## config.mk

```make
export PLATFORM = sky130hd
export DESIGN_NAME = u_xmit_feed
export DESIGN_NICKNAME = d
export VERILOG_FILES = /design/src/rtl/u_xmit_feed_pkg.sv /design/src/rtl/u_xmit_feed_sync_fifo.sv /design/src/rtl/u_xmit_feed.sv
export SDC_FILE = /design/constraint.sdc
export NUM_CORES = 1
export LEC_CHECK = 0
export BUFFER_PORTS_ARGS = -buffer_cell sky130_fd_sc_hd__buf_2
export CORE_MARGIN = 4
export CORE_UTILIZATION = 30
export DETAILED_ROUTE_END_ITERATION = 16
export GPL_TIMING_DRIVEN = 1
export SYNTH_ARGS = -nofsm -noshare
export SYNTH_HDL_FRONTEND = slang
export SYNTH_HIERARCHICAL = 1
export SYNTH_SLANG_ARGS = --single-unit
```

## constraint.sdc

```tcl
create_clock -name sys_clk -period 4.8 [get_ports sys_clk]
set_input_delay 0.24 -clock sys_clk [delete_from_list [all_inputs] [get_ports sys_clk]]
set_output_delay 0.24 -clock sys_clk [all_outputs]
set_load 0.005 [all_outputs]
```

## src/rtl/u_xmit_feed_pkg.sv

```systemverilog
// Shared definitions for the transmit feed block.
//   feedState_t : launch FSM state encoding (F_IDLE/F_LAUNCH/F_ARM/F_BUSY)
//   HI / LO     : single-bit constants
//   DATA_W      : byte width carried through the FIFO and into u_xmit
package u_xmit_feed_pkg;

   typedef enum logic [1:0] {
      F_IDLE   = 2'd0,
      F_LAUNCH = 2'd1,
      F_ARM    = 2'd2,
      F_BUSY   = 2'd3
   } feedState_t;

   localparam logic HI = 1'b1;
   localparam logic LO = 1'b0;

   localparam int DATA_W = 8;

endpackage

```

## src/rtl/u_xmit_feed_sync_fifo.sv

```systemverilog
// u_sync_fifo: single-clock byte FIFO used by u_xmit_feed.
// Ports:
//   clk, rst          clock, asynchronous active-high reset
//   push, pushData    write strobe and byte (caller guarantees ~full)
//   pop               read strobe (caller guarantees ~empty)
//   headData          byte at the head of the queue (valid when ~empty)
//   count             queued bytes, 0..DEPTH
//   empty, full       occupancy flags
// Pointers carry one extra wrap bit so full and empty are told apart by the MSB.
module u_sync_fifo
   import u_xmit_feed_pkg::*;
#(
   parameter  int DEPTH = 16,
   localparam int PTR_W = $clog2(DEPTH)
) (
   input  logic              clk,
   input  logic              rst,
   input  logic              push,
   input  logic [DATA_W-1:0] pushData,
   input  logic              pop,
   output logic [DATA_W-1:0] headData,
   output logic [PTR_W:0]    count,
   output logic              empty,
   output logic              full
);

   localparam logic [PTR_W:0] PTR_ONE = {{PTR_W{1'b0}}, 1'b1};

   logic [PTR_W:0]    wrPtr;
   logic [PTR_W:0]    rdPtr;
   logic [DATA_W-1:0] mem [DEPTH];

   always_ff @(posedge clk or posedge rst) begin
      if (rst) begin
         wrPtr <= '0;
         rdPtr <= '0;
      end else begin
         if (push) wrPtr <= wrPtr + PTR_ONE;
         if (pop)  rdPtr <= rdPtr + PTR_ONE;
      end
   end

   // Storage is not reset: contents are dead once the pointers are cleared.
   always_ff @(posedge clk) begin
      if (push) mem[wrPtr[PTR_W-1:0]] <= pushData;
   end

   assign headData = mem[rdPtr[PTR_W-1:0]];
   assign count    = wrPtr - rdPtr;
   assign empty    = (wrPtr == rdPtr);
   assign full     = (wrPtr[PTR_W] != rdPtr[PTR_W]) &&
                     (wrPtr[PTR_W-1:0] == rdPtr[PTR_W-1:0]);

endmodule

```

## src/rtl/u_xmit_feed.sv

```systemverilog
// u_xmit_feed: transmit-side byte buffer and launch controller for u_xmit.
// Host bytes are queued in a FIFO and launched one at a time through the
// xmitH / xmit_dataH / xmit_doneH handshake.
// Ports:
//   sys_clk, sys_rst     clock, asynchronous active-high reset
//   tx_data, tx_valid    host byte and its valid
//   tx_ready             ~fifo_full; byte taken when tx_valid & tx_ready at an edge
//   xmitH                one-cycle registered launch pulse to u_xmit
//   xmit_dataH           registered byte to u_xmit, changes only at a pop
//   xmit_doneH           high while u_xmit is idle
//   fifo_count/empty/full  FIFO occupancy
//   tx_idle              nothing queued, FSM idle and u_xmit idle
//   dbgState             current launch FSM state
//   uart_cts_n           clear-to-send, active low (only with UART_CTS_EN)
// Build option: define UART_CTS_EN to gate new launches on a synchronised CTS.
// Handshake: host side is valid/ready; a transfer happens on any edge where
// both are high, tx_data must be stable while tx_valid is high and unaccepted.
module u_xmit_feed
   import u_xmit_feed_pkg::*;
#(
   parameter  int DEPTH = 16,
   localparam int PTR_W = $clog2(DEPTH)
) (
   input  logic              sys_clk,
   input  logic              sys_rst,
   input  logic [DATA_W-1:0] tx_data,
   input  logic              tx_valid,
   output logic              tx_ready,
   output logic              xmitH,
   output logic [DATA_W-1:0] xmit_dataH,
   input  logic              xmit_doneH,
   output logic [PTR_W:0]    fifo_count,
   output logic              fifo_empty,
   output logic              fifo_full,
   output logic              tx_idle,
   output logic [1:0]        dbgState
`ifdef UART_CTS_EN
   ,
   input  logic              uart_cts_n
`endif
);

   feedState_t        state;
   feedState_t        nextState;
   logic              push;
   logic              launch;
   logic              ctsOk;
   logic [DATA_W-1:0] headData;

   assign tx_ready = ~fifo_full;
   assign push     = tx_valid & tx_ready;

   u_sync_fifo #(.DEPTH(DEPTH)) u_fifo (
      .clk      (sys_clk),
      .rst      (sys_rst),
      .push     (push),
      .pushData (tx_data),
      .pop      (launch),
      .headData (headData),
      .count    (fifo_count),
      .empty    (fifo_empty),
      .full     (fifo_full)
   );

`ifdef UART_CTS_EN
   // Two-flop synchroniser; resets to "not clear" so nothing launches
   // before the far end has been seen asserting CTS.
   logic ctsMeta;
   logic ctsSync;

   always_ff @(posedge sys_clk or posedge sys_rst) begin
      if (sys_rst) begin
         ctsMeta <= HI;
         ctsSync <= HI;
      end else begin
         ctsMeta <= uart_cts_n;
         ctsSync <= ctsMeta;
      end
   end

   assign ctsOk = ~ctsSync;
`else
   assign ctsOk = HI;
`endif

   // CTS only gates the decision in F_IDLE, so a frame already launched
   // always runs to completion.
   always_comb begin
      nextState = state;
      launch    = LO;
      case (state)
         F_IDLE: begin
            if (!fifo_empty && xmit_doneH && ctsOk) begin
               launch    = HI;
               nextState = F_LAUNCH;
            end
         end
         F_LAUNCH: nextState = F_ARM;
         // Wait for u_xmit to leave idle before watching for its return,
         // otherwise the stale done level would look like completion.
         F_ARM:    if (!xmit_doneH) nextState = F_BUSY;
         F_BUSY:   if (xmit_doneH)  nextState = F_IDLE;
         default:  nextState = F_IDLE;
      endcase
   end

   always_ff @(posedge sys_clk or posedge sys_rst) begin
      if (sys_rst) begin
         state      <= F_IDLE;
         xmitH      <= LO;
         xmit_dataH <= '0;
      end else begin
         state <= nextState;
         xmitH <= launch;
         if (launch) xmit_dataH <= headData;
      end
   end

   assign tx_idle  = fifo_empty & (state == F_IDLE) & xmit_doneH;
   assign dbgState = state;

endmodule

```

==> flow_results.org <==
** Clock network
- The clock reaches the later pin of the worst-skew pair after 0.42 ns.
- Number of setup buffers added after CTS :: 0
- Maximum clock insertion buffer count :: 2
- TritonCTS built the clock tree.
- H-tree lvl count :: 4
- Root buffer cell :: clkbuf_16
- Clock-pin slew was measured on the worst setup and hold paths at roughly 0.060 ns.
- The number of hold buffers added after CTS was 1.
- Clock tree synthesis inserted a total of 17 buffers.
- In this run, post-CTS repair resized a total of 0 instances.
- For this design, the sink count on the clock tree is approximately 150.

** Floorplan
- Total I/O pin count :: 32
- From left edge to right edge, the die measures 152 um.
- The die is approximately 150 um tall.
- Starting utilization of the core area :: 30.7%
- Placeable Area :: slightly above 20000 um^2
- The die covers 23100 um^2.
- The floorplan has 52 rows.

** Final layout
- 0 antenna diodes ended up in the layout.
- Number of nets in the finished design :: 398
- The library cell used most frequently in the layout, excluding fill and tap cells, is edfxtp_1.
- Most used cells in the layout excluding fill and tap cells :: edfxtp_1 (128), buf_2 (31), mux2i_1 (24), dfrtp_1 (20)
- The post-route netlist has 20.8% of its cells at a drive strength greater than 1.
- Growth of design area from synthesis to finish :: 16.0%

** Logic synthesis
- The mapped netlist covers approximately 6200 um^2.
- Largest area contributor in the synthesized netlist :: edfxtp_1
- Flip-flop and latch count after synthesis :: 149
- Yosys warns :: 6
- Of the post-synthesis cell area, the dominant cell type holds 61.7%.
- In this run, distinct cell masters in the synthesized netlist total 40.
- In the synthesized netlist, the number of instances is 333.
- Sequential-to-total area share from yosys stat :: 70.2%
- By area the synthesized netlist is led by edfxtp_1 (62%), dfrtp_1 (8.4%), mux4_1 (6.8%).
- Syn Nets :: 358
- Syn avg cell area :: approximately 19 um^2

** Placement
- At the end of routability-driven placement, the weighted congestion stood at 0.890.
- At the placement stage, the worst setup path has a slack of 1.75 ns.
- The HPWL after detailed placement is 9150 um.
- Input and output buffers added on the ports amount to 31.

** Timing
- For the pin with the worst max-slew slack, the measured transition is 0.670 ns.
- Setup violations remaining at the end of the flow were counted as 0.
- In the finished design, the share of the clock period the worst path needs comes to 64.0%.
- Final worst path period need :: 3.07 ns
- Setup Total Neg Slack :: 0 ns
- Once routing completed, OpenROAD measured the worst setup slack at 1.73 ns.
- The max-slew violation count came to 0.
- On the final layout, the worst clock skew is 0.00777 ns.
- The final-report hold violation count was 0.
- For this run, the top clock speed supported by timing is around 0.33 GHz.
- Max-slew headroom :: 55.2%
- Setup repair after global routing missed its margin :: no

** Worst setup path
- Data arrives at the worst endpoint at 3.14 ns.
- Among cell families on the critical path, the largest total delay comes from simple AND/OR/NAND/NOR gates.
- In this run the critical register-to-register path is captured at u_fifo/mem[3][5]$_DFFE_PP_.
- Data required time at the worst endpoint :: 4.87 ns
- Sequence of cells on the critical path :: inv_2 -> ha_1 -> nand4_1 -> nor2_1 -> nor2b_1 -> nor3b_1 -> and2_1
- Register-to-Register Path Depth :: 7
- Worst Path Max Fanout :: 12
- Crit path max-delay cell type :: dfrtp_1
- The number of buffers and inverters on the critical path is 1.
- The startpoint identified for the worst register-to-register timing path is u_fifo/rdPtr[3]$_DFFE_PP0P_.
- Register-to-Register Setup Slack :: 1.73 ns
- STA classifies the critical path startpoint as a flop.
- The critical path is of the flop to flop type.
- Critical path endpoint category :: flop
- Crit path largest cell delay :: 0.58 ns

** Detailed routing
- Once detail routing completed, the nets flagged for antenna violations numbered 0.
- Post-DR wirelength/cell :: 20.7 um
- The detailed router finished its first iteration with approximately 250 violations.
- In the routed layout, each cell is associated on average with a via count of 4.78.
- DRT Wirelength :: 13500 um
- Drc violations :: 0
- Before antenna repair, the detailed router went through 4 iterations.
- Summing over every cut layer, the via total after detailed routing is about 3100.

** Power and ir drop
- The analysis attributes to cell leakage a power of between 0.002 and 0.003 uW.
- VDD sags by at most 0.234 mV.
- For this design the ratio of total power to cell area is 620 nW/um^2.

** Global routing
- All-layer global routing usage :: 11.9%
- The via count of the first global-routing pass came to 3353.
- Remaining Overflow, GRT :: 0
- The number of antenna violations at the first check in global routing came to 0.
- Entering global routing, the biggest net connects 43 pins.
- Wire length of the first global-routing pass :: 20300 um

** Worst hold path
- In this run the most critical hold path is launched from tx_data[5].
- The path with the worst hold slack has its endpoint at u_fifo/mem[11][5]$_DFFE_PP_.
- Counting instances, the worst hold path has a depth of 1.
- The min-delay analysis places its worst path in the category input pin to flop.

** Status
- Result of the run :: completed

** Run
- Max-cap violations in this run came to 0.
## synthesized netlist by cell type, drive strengths merged
| cell | instances |
|---|---|
| dfrtp | 21 |
| inv | 16 |
| xnor2 | 8 |
| a21oi | 3 |
| and3 | 2 |
| nor2 | 4 |
| nor3 | 1 |
| nand2 | 6 |
| and2b | 1 |
| a22oi | 8 |
| mux2i | 24 |
| nor3b | 1 |
| and2 | 17 |
| mux2 | 9 |
| and3b | 1 |
| nand4 | 3 |
| fa | 1 |
| buf | 8 |
| ha | 12 |
| nor2b | 1 |
| nand3b | 1 |
| xor2 | 4 |
| mux4 | 24 |
| a21o | 2 |
| edfxtp | 128 |
| o221ai | 1 |
| a32oi | 8 |
| o21ai | 11 |
| nand3 | 1 |
| clkbuf | 5 |
| a31oi | 1 |
## layer usage
metal / global-route usage (%) / part of all wire (%) / vias up
li1: - / - / 1404
met1: 14.2 / 41 / 1620
met2: 20.0 / 52 / 90
met3: 3.81 / 5.3 / 18
met4: 4.54 / 1.7 / 0
met5: 0 / 0 / -
## worst register-to-register path, cell delays in order, from the launching register on
cell and delay (ns):
dfrtp_1 0.58, inv_2 0.21, ha_1 0.36, nand4_1 0.12
nor2_1 0.07, nor2b_1 0.47, nor3b_1 0.48, and2_1 0.44
## kinds of logic (layout without fill, tap and decap cells)
| family | after synthesis | in the layout | share of synthesized area (%) |
|---|---|---|---|
| AND/OR/NAND/NOR | 39 | 39 | 3.62 |
| flip-flops | 149 | 149 | 70.2 |
| XOR/XNOR | 12 | 12 | 1.69 |
| multiplexers | 57 | 57 | 15.6 |
| adder cells (fa/ha/maj) | 13 | 13 | 2.73 |
| AO/OA/AOI/OAI | 34 | 34 | 3.70 |
| buffers and inverters | 29 | 81 | 2.47 |
## state kept, by name, indices dropped and copies added (netlist names)
register      flops
dbgState          2
u_fifo/wrPtr      5
u_fifo/rdPtr      5
xmit_dataH        8
u_fifo/mem      128
xmitH             1
## worst max-delay path by stage
stage                                            from                          to  slack [ns]  depth (start not counted)
after floorplan           u_fifo/rdPtr[1]$_DFFE_PP0P_  u_fifo/mem[3][0]$_DFFE_PP_        2.14                         10
after global placement    u_fifo/rdPtr[3]$_DFFE_PP0P_  u_fifo/mem[3][2]$_DFFE_PP_        1.84                          7
after detailed placement  u_fifo/rdPtr[3]$_DFFE_PP0P_  u_fifo/mem[0][7]$_DFFE_PP_        1.75                          7
after CTS                 u_fifo/rdPtr[3]$_DFFE_PP0P_  u_fifo/mem[3][5]$_DFFE_PP_        1.73                          7
after global routing      u_fifo/rdPtr[3]$_DFFE_PP0P_  u_fifo/mem[1][2]$_DFFE_PP_        1.50                          7
final                     u_fifo/rdPtr[3]$_DFFE_PP0P_  u_fifo/mem[3][5]$_DFFE_PP_        1.73                          7
## power by group
part / internal, uW / switching, uW / total, uW / leakage (uW)
clock: 807 / 477 / 1280 / 0.000282
sequential: 1610 / 118 / 1730 / 0.00141
combinational: 656 / 810 / 1470 / 0.000932
## through the flow
| stage | instance area [um^2] | util, % | hold slack (ns) | total power (uW) | cells |
|---|---|---|---|---|---|
| finish | 7220 | 35.6 | 0.248 | 4480 | 655 |
| global route | 7220 | 35.6 | 0.256 | 4700 | 655 |
| CTS | 7220 | 35.6 | 0.252 | 4520 | 655 |
| detailed placement | 6640 | 32.7 | 0.272 | 3220 | 623 |
| global placement | 6640 | 32.7 | 0.265 | 3180 | 623 |
| floorplan | 6230 | - | 0.0802 | 2740 | 333 |
## cell type report
type	instances	area, um^2
clock inverter	11	135
tap	270	338
timing repair buffer	34	180
clock buffer	20	437
inverter	16	60.1
sequential	149	4370
multi-input combinational	155	1700
fill	1905	13100
No activity file was read; power rests on OpenSTA's default activity.
